## config.mk

```make
export PLATFORM = sky130hd
export DESIGN_NAME = jellyvl_etherneco_func_dispatch
export DESIGN_NICKNAME = d
export VERILOG_FILES = /design/src/rtl/jellyvl_etherneco_func_dispatch.sv
export SDC_FILE = /design/constraint.sdc
export NUM_CORES = 1
export LEC_CHECK = 0
export ABC_AREA = 0
export BUFFER_PORTS_ARGS = -buffer_cell sky130_fd_sc_hd__buf_2
export CORE_AREA = 2 2 188 135
export CTS_CLUSTER_DIAMETER = 150
export DETAILED_ROUTE_END_ITERATION = 12
export DIE_AREA = 0 0 190 137
export GPL_TIMING_DRIVEN = 0
export PLACE_DENSITY_LB_ADDON = 0.1
export SYNTH_ARGS = -nofsm -noshare
export SYNTH_HDL_FRONTEND = slang
export SYNTH_SLANG_ARGS = --single-unit
```

## constraint.sdc

```tcl
create_clock -name clk -period 3.1 [get_ports clk]
set_input_delay 0.62 -clock clk [delete_from_list [all_inputs] [get_ports clk]]
set_output_delay 0.62 -clock clk [all_outputs]
set_load 0.02 [all_outputs]
```

## src/rtl/jellyvl_etherneco_func_dispatch.sv

```systemverilog
// EtherNeco slave function dispatcher: routes each packet from packet_rx to one
// function channel by type, returns that channel's replace data and keeps statistics.
module jellyvl_etherneco_func_dispatch #(
    parameter int unsigned CHANNELS      = 4,
    parameter logic [7:0]  TYPE_BASE     = 8'h10,
    parameter int unsigned COUNTER_WIDTH = 16
) (
    input  logic                              reset,
    input  logic                              clk,

    input  logic                              rx_start,
    input  logic                              rx_end,
    input  logic                              rx_error,
    input  logic [7:0]                        rx_type,
    input  logic [7:0]                        rx_node,

    input  logic                              s_first,
    input  logic                              s_last,
    input  logic [15:0]                       s_pos,
    input  logic [7:0]                        s_data,
    input  logic                              s_valid,

    output logic [7:0]                        m_replace_data,
    output logic                              m_replace_valid,

    input  logic [CHANNELS-1:0]               ch_enable,

    output logic [CHANNELS-1:0]               m_ch_start,
    output logic [CHANNELS-1:0]               m_ch_end,
    output logic [CHANNELS-1:0]               m_ch_error,
    output logic [7:0]                        m_ch_node,
    output logic                              m_ch_first,
    output logic                              m_ch_last,
    output logic [15:0]                       m_ch_pos,
    output logic [7:0]                        m_ch_data,
    output logic [CHANNELS-1:0]               m_ch_valid,

    input  logic [CHANNELS*8-1:0]             s_ch_replace_data,
    input  logic [CHANNELS-1:0]               s_ch_replace_valid,

    input  logic                              clear_counters,
    output logic [CHANNELS*COUNTER_WIDTH-1:0] ch_packet_count,
    output logic [COUNTER_WIDTH-1:0]          drop_count,
    output logic [COUNTER_WIDTH-1:0]          error_count
);

    localparam int unsigned SEL_W = (CHANNELS > 1) ? $clog2(CHANNELS) : 1;

    typedef enum logic [1:0] {
        ST_IDLE   = 2'd0,
        ST_ACTIVE = 2'd1,
        ST_DROP   = 2'd2
    } state_t;

    function automatic logic [COUNTER_WIDTH-1:0] sat_inc(input logic [COUNTER_WIDTH-1:0] value);
        if (&value) begin
            return value;
        end else begin
            return value + COUNTER_WIDTH'(1'b1);
        end
    endfunction

    state_t                     state_r;
    state_t                     state_n_s;
    state_t                     state_close_s;
    logic [SEL_W-1:0]           sel_r;
    logic [SEL_W-1:0]           sel_n_s;
    logic [7:0]                 node_n_s;
    logic [7:0]                 idx_s;
    logic                       hit_s;
    logic [CHANNELS-1:0]        sel_oh_s;
    logic [CHANNELS-1:0]        start_n_s;
    logic [CHANNELS-1:0]        end_n_s;
    logic [CHANNELS-1:0]        error_n_s;
    logic [CHANNELS-1:0]        valid_n_s;
    logic [CHANNELS-1:0]        pkt_inc_s;
    logic                       drop_inc_s;
    logic                       err_inc_s;

    logic                       act_r;
    logic [SEL_W-1:0]           act_sel_r;
    logic                       rep_valid_s;
    logic [7:0]                 rep_data_s;

    logic [COUNTER_WIDTH-1:0]   pkt_cnt_r [CHANNELS];
    logic [COUNTER_WIDTH-1:0]   drop_cnt_r;
    logic [COUNTER_WIDTH-1:0]   err_cnt_r;

    // Close the current packet first, then decode a start that arrives in the same cycle.
    always_comb begin
        state_n_s     = state_r;
        state_close_s = state_r;
        sel_n_s       = sel_r;
        node_n_s      = m_ch_node;
        start_n_s     = '0;
        end_n_s       = '0;
        error_n_s     = '0;
        valid_n_s     = '0;
        pkt_inc_s     = '0;
        drop_inc_s    = 1'b0;
        err_inc_s     = 1'b0;
        sel_oh_s      = CHANNELS'(1'b1) << sel_r;
        idx_s         = rx_type - TYPE_BASE;

        if (32'(idx_s) < CHANNELS) begin
            hit_s = ch_enable[idx_s[SEL_W-1:0]];
        end else begin
            hit_s = 1'b0;
        end

        case (state_r)
            ST_ACTIVE: begin
                if (rx_error) begin
                    error_n_s     = sel_oh_s;
                    err_inc_s     = 1'b1;
                    state_close_s = ST_IDLE;
                end else if (rx_end) begin
                    end_n_s       = sel_oh_s;
                    pkt_inc_s     = sel_oh_s;
                    state_close_s = ST_IDLE;
                end else if (rx_start) begin
                    // missing end: the old packet is aborted by the new header
                    error_n_s     = sel_oh_s;
                    err_inc_s     = 1'b1;
                    state_close_s = ST_IDLE;
                end else begin
                    state_close_s = ST_ACTIVE;
                end
            end
            ST_DROP: begin
                if (rx_end || rx_error) begin
                    state_close_s = ST_IDLE;
                end else begin
                    state_close_s = ST_DROP;
                end
            end
            ST_IDLE: begin
                state_close_s = ST_IDLE;
            end
            default: begin
                state_close_s = ST_IDLE;
            end
        endcase

        if (rx_start) begin
            if (hit_s) begin
                state_n_s = ST_ACTIVE;
                sel_n_s   = idx_s[SEL_W-1:0];
                node_n_s  = rx_node;
                start_n_s = CHANNELS'(1'b1) << idx_s[SEL_W-1:0];
            end else begin
                state_n_s  = ST_DROP;
                drop_inc_s = 1'b1;
            end
        end else begin
            state_n_s = state_close_s;
        end

        if ((state_r == ST_ACTIVE) && s_valid) begin
            valid_n_s = sel_oh_s;
        end else begin
            valid_n_s = '0;
        end
    end

    // Replace data comes back from the channel that owned the payload one cycle earlier.
    always_comb begin
        rep_valid_s = act_r & s_ch_replace_valid[act_sel_r];
        if (rep_valid_s) begin
            rep_data_s = s_ch_replace_data[{act_sel_r, 3'b000} +: 8];
        end else begin
            rep_data_s = 8'h00;
        end
    end

    // FSM state, packet control pulses and the latched node number.
    always_ff @(posedge clk or negedge reset) begin
        if (!reset) begin
            state_r    <= ST_IDLE;
            sel_r      <= '0;
            m_ch_node  <= 8'h00;
            m_ch_start <= '0;
            m_ch_end   <= '0;
            m_ch_error <= '0;
        end else begin
            state_r    <= state_n_s;
            sel_r      <= sel_n_s;
            m_ch_node  <= node_n_s;
            m_ch_start <= start_n_s;
            m_ch_end   <= end_n_s;
            m_ch_error <= error_n_s;
        end
    end

    // Payload forwarding stage and the replace return stage.
    always_ff @(posedge clk or negedge reset) begin
        if (!reset) begin
            m_ch_first      <= 1'b0;
            m_ch_last       <= 1'b0;
            m_ch_pos        <= 16'h0000;
            m_ch_data       <= 8'h00;
            m_ch_valid      <= '0;
            act_r           <= 1'b0;
            act_sel_r       <= '0;
            m_replace_data  <= 8'h00;
            m_replace_valid <= 1'b0;
        end else begin
            m_ch_first      <= s_first;
            m_ch_last       <= s_last;
            m_ch_pos        <= s_pos;
            m_ch_data       <= s_data;
            m_ch_valid      <= valid_n_s;
            act_r           <= (state_r == ST_ACTIVE);
            act_sel_r       <= sel_r;
            m_replace_data  <= rep_data_s;
            m_replace_valid <= rep_valid_s;
        end
    end

    // Saturating statistics; a clear wins over any increment in the same cycle.
    always_ff @(posedge clk or negedge reset) begin
        if (!reset) begin
            for (int i = 0; i < CHANNELS; i++) begin
                pkt_cnt_r[i] <= '0;
            end
            drop_cnt_r <= '0;
            err_cnt_r  <= '0;
        end else if (clear_counters) begin
            for (int i = 0; i < CHANNELS; i++) begin
                pkt_cnt_r[i] <= '0;
            end
            drop_cnt_r <= '0;
            err_cnt_r  <= '0;
        end else begin
            for (int i = 0; i < CHANNELS; i++) begin
                if (pkt_inc_s[i]) begin
                    pkt_cnt_r[i] <= sat_inc(pkt_cnt_r[i]);
                end else begin
                    pkt_cnt_r[i] <= pkt_cnt_r[i];
                end
            end
            if (drop_inc_s) begin
                drop_cnt_r <= sat_inc(drop_cnt_r);
            end else begin
                drop_cnt_r <= drop_cnt_r;
            end
            if (err_inc_s) begin
                err_cnt_r <= sat_inc(err_cnt_r);
            end else begin
                err_cnt_r <= err_cnt_r;
            end
        end
    end

    for (genvar g = 0; g < CHANNELS; g++) begin : g_cnt
        assign ch_packet_count[g*COUNTER_WIDTH +: COUNTER_WIDTH] = pkt_cnt_r[g];
    end

    assign drop_count  = drop_cnt_r;
    assign error_count = err_cnt_r;

endmodule
```

==> flow_summary.json <==
{
  "start_util_pct": 30.6,
  "routedWlPerCell_microns": 16.4,
  "crit_slowest_cell": "or4_4",
  "ys_top_cells_by_count": "162 x dfrtp_1, 96 x nor2_1, 74 x nand2_1, 68 x xnor2_1, 43 x nor3_1",
  "via_per_inst": 4.68,
  "grt_first_pass_wirelength_microns": 34300,
  "cts_setup_buffers": 0,
  "cts_made_buffers": 17,
  "critPathCaptureType": "flip-flop",
  "status": "completed",
  "slew_violations": 0,
  "dp_hpwl_microns": 16000,
  "period_minus_slack_ns": 2.51,
  "final_cells": 1308,
  "power_density_mw_per_mm2": 491,
  "antenna_cells": 0,
  "synth_fp_nets": 809,
  "hold-worst-slack_ns": 0.147,
  "worst-path-max-fanout": 9,
  "overflow": 0,
  "drive_above_1_share_pct": 29.8,
  "synth-seq-cells": 162,
  "gp_congestion": 0.769,
  "die-area_sq_mm": 0.0260,
  "pre_cts_slack_ns": 0.377,
  "cts_sinks": 162,
  "grt_max_degree": 95,
  "tightest_slew_ns": 1.01,
  "grt_pass1_vias": 5884,
  "hold_buffers": 0,
  "final_antenna_net_count": 0,
  "fmax_mhz": 398,
  "via_count": 6125,
  "syn_to_final_growth_pct": 30.6,
  "finalCritPeriodShare_pct": 81.1,
  "cts_htree_levels": 4,
  "io_buffers": 241,
  "hold_viol": 0,
  "crit_path_frequent_cell": "or4_4",
  "skew_ns": 0.00909,
  "synth-seq-area-share_pct": 54.8,
  "grt_use_total_pct": 17.2,
  "synth_edf_count": 0,
  "cp-start-kind": "flip-flop",
  "ys.flop_type": "dfrtp_1",
  "yosysTopAreaCell": "dfrtp_1",
  "die_w_microns": 190,
  "place_inst": 1279,
  "synth_top_area_share_pct": 54.8,
  "routed_wl_microns": 21500,
  "fin_ws_ns": 0.587,
  "critPathBufInv": 2,
  "rows": 48,
  "ir_worst_vdd_v": 0.000343,
  "setup_viol": 0,
  "yosysUniqueCellTypes": 47,
  "p_leak_nw": 4.57,
  "syn-cell-area_sq_mm": 0.00740,
  "maxCapViolations": 0,
  "grt_setup_unrepaired": "no",
  "avgSynthCellArea_sq_um": 10.4,
  "cts_tree": "done",
  "slew_headroom_pct": 31.8,
  "worstPathRequired_ns": 3.43,
  "clock_latency_ns": 0.42,
  "critical_path_class": "flip-flop to flip-flop",
  "core_area_sq_mm": 0.0242,
  "ctsRootBufferMaster": "clkbuf_16",
  "ios": 244,
  "yosysWarnings": 0,
  "nets": 1070,
  "design_power_total_w": 0.00474,
  "hold_class": "input pin to async pin",
  "grt_antenna_before_repair": 0,
  "synth_most_common_cell": "dfrtp_1",
  "clkTransAtPathRegs_ns": 0.06,
  "path_cells": "inv_1 > ha_1 > buf_4 > nand2_1 > or4_4 > or4_4 > or3_1 > a21oi_1",
  "dpl_cell_area_sq_mm": 0.00905,
  "cp_slowest_stage_delay_ns": 0.56,
  "crit_family": "simple AND/OR/NAND/NOR gates",
  "drtIter0Drc": 283,
  "n_fill_cell": 2466,
  "cts-resized-gates": 0,
  "drtPass1Iterations": 4,
  "final_cell_area_sq_mm": 0.00967,
  "synth-async-reset-ratio_pct": 100,
  "die_h_microns": 137,
  "synth_cells": 712,
  "drc_errors": 0,
  "synth.area.top_cells": "dfrtp_1 55%, xnor2_1 8.1%, nor2_1 4.9%",
  "cts_buffer_depth": 2,
  "arrival_ns": 2.85
}
[metrics by stage]
step | util [%] | TNS (ns)
floorplan | - | 0
global placement | 37.2 | -212.93
detailed placement | 37.4 | 0
CTS | 39.9 | 0
global route | 39.9 | 0
finish | 39.9 | 0
[metal layers]
layer	GRT usage, %	up-vias	wire [microns]	part of all wire (%)
met5	0	-	0	0
met4	3.75	0	161	0.75
met3	4.36	12	1110	5.2
met2	24.9	123	9320	43
met1	25.7	2969	10900	51
li1	-	3021	-	-
[worst paths after layout]
kind	start	endpoint	slack, ns	cells after the start
max	state_r[1]	ch_packet_count[63]	0.59	8
min	reset	m_ch_first	0.15	1
max reg2reg	state_r[1]	ch_packet_count[63]	0.59	8
min reg2reg	sel_r[1]	act_sel_r[1]	0.39	0
max in group asynchronous	reset	ch_packet_count[20]	2.10	2
min in group clk	s_pos[12]	m_ch_pos[12]	0.30	1
[state kept, by name, indices dropped and copies added, names as in the netlist, 4 cells and up]
| signal | cells |
|---|---|
| ch_packet_count | 64 |
| drop_count | 16 |
| error_count | 16 |
| m_ch_data | 8 |
| m_ch_end | 4 |
| m_ch_error | 4 |
| m_ch_node | 8 |
| m_ch_pos | 16 |
| m_ch_start | 4 |
| m_ch_valid | 4 |
| m_replace_data | 8 |
[where the power goes]
part | switching [W] | total [W] | internal [W]
sequential | 0.0000205 | 0.00217 | 0.00215
combinational | 0.000202 | 0.000327 | 0.000125
clock | 0.000823 | 0.00224 | 0.00142
[cells by family (layout without fill, tap and decap cells)]
| logic type | count (synthesis) | after routing | synth area share, % |
|---|---|---|---|
| flops | 162 | 162 | 54.8 |
| fa+ha+maj | 8 | 8 | 1.35 |
| xor+xnor | 74 | 74 | 8.76 |
| compound gates | 46 | 46 | 3.84 |
| buf+inv | 43 | 314 | 2.27 |
| simple gates | 366 | 366 | 25.5 |
| mux | 13 | 13 | 3.47 |
[area by class of cell]
cell class,instances,area [sq um],share of cell area [%]
Tap cell,325,407,4.21
Clock inverter,5,125,1.29
Clock buffer,24,492,5.09
Buffer,25,100,1.04
Inverter,18,67.6,0.699
Sequential cell,162,4050,41.9
Multi-Input combinational cell,507,3180,32.9
Timing Repair Buffer,242,1240,12.9
[cells in the final DEF, fill, tap and decap left out, types with 3 or more instances in the layout]
cell type	n
mux4_2	10
or4_1	7
and4_1	3
buf_2	242
nor4b_1	9
a21oi_1	14
clkbuf_1	24
or3_1	10
o21ai_0	15
nor4_1	18
a211oi_1	5
xor2_1	6
dfrtp_1	162
and3_1	17
nor2_1	96
nor2b_1	4
clkbuf_8	4
bufinv_16	4
ha_1	8
nand2_1	74
or4_4	3
xnor2_1	68
and2_1	4
nor4_2	3
nor3_1	43
nand4_1	21
inv_1	18
nor3b_1	11
clkbuf_16	17
nand3_1	34
(Power assumes the default switching activity.)
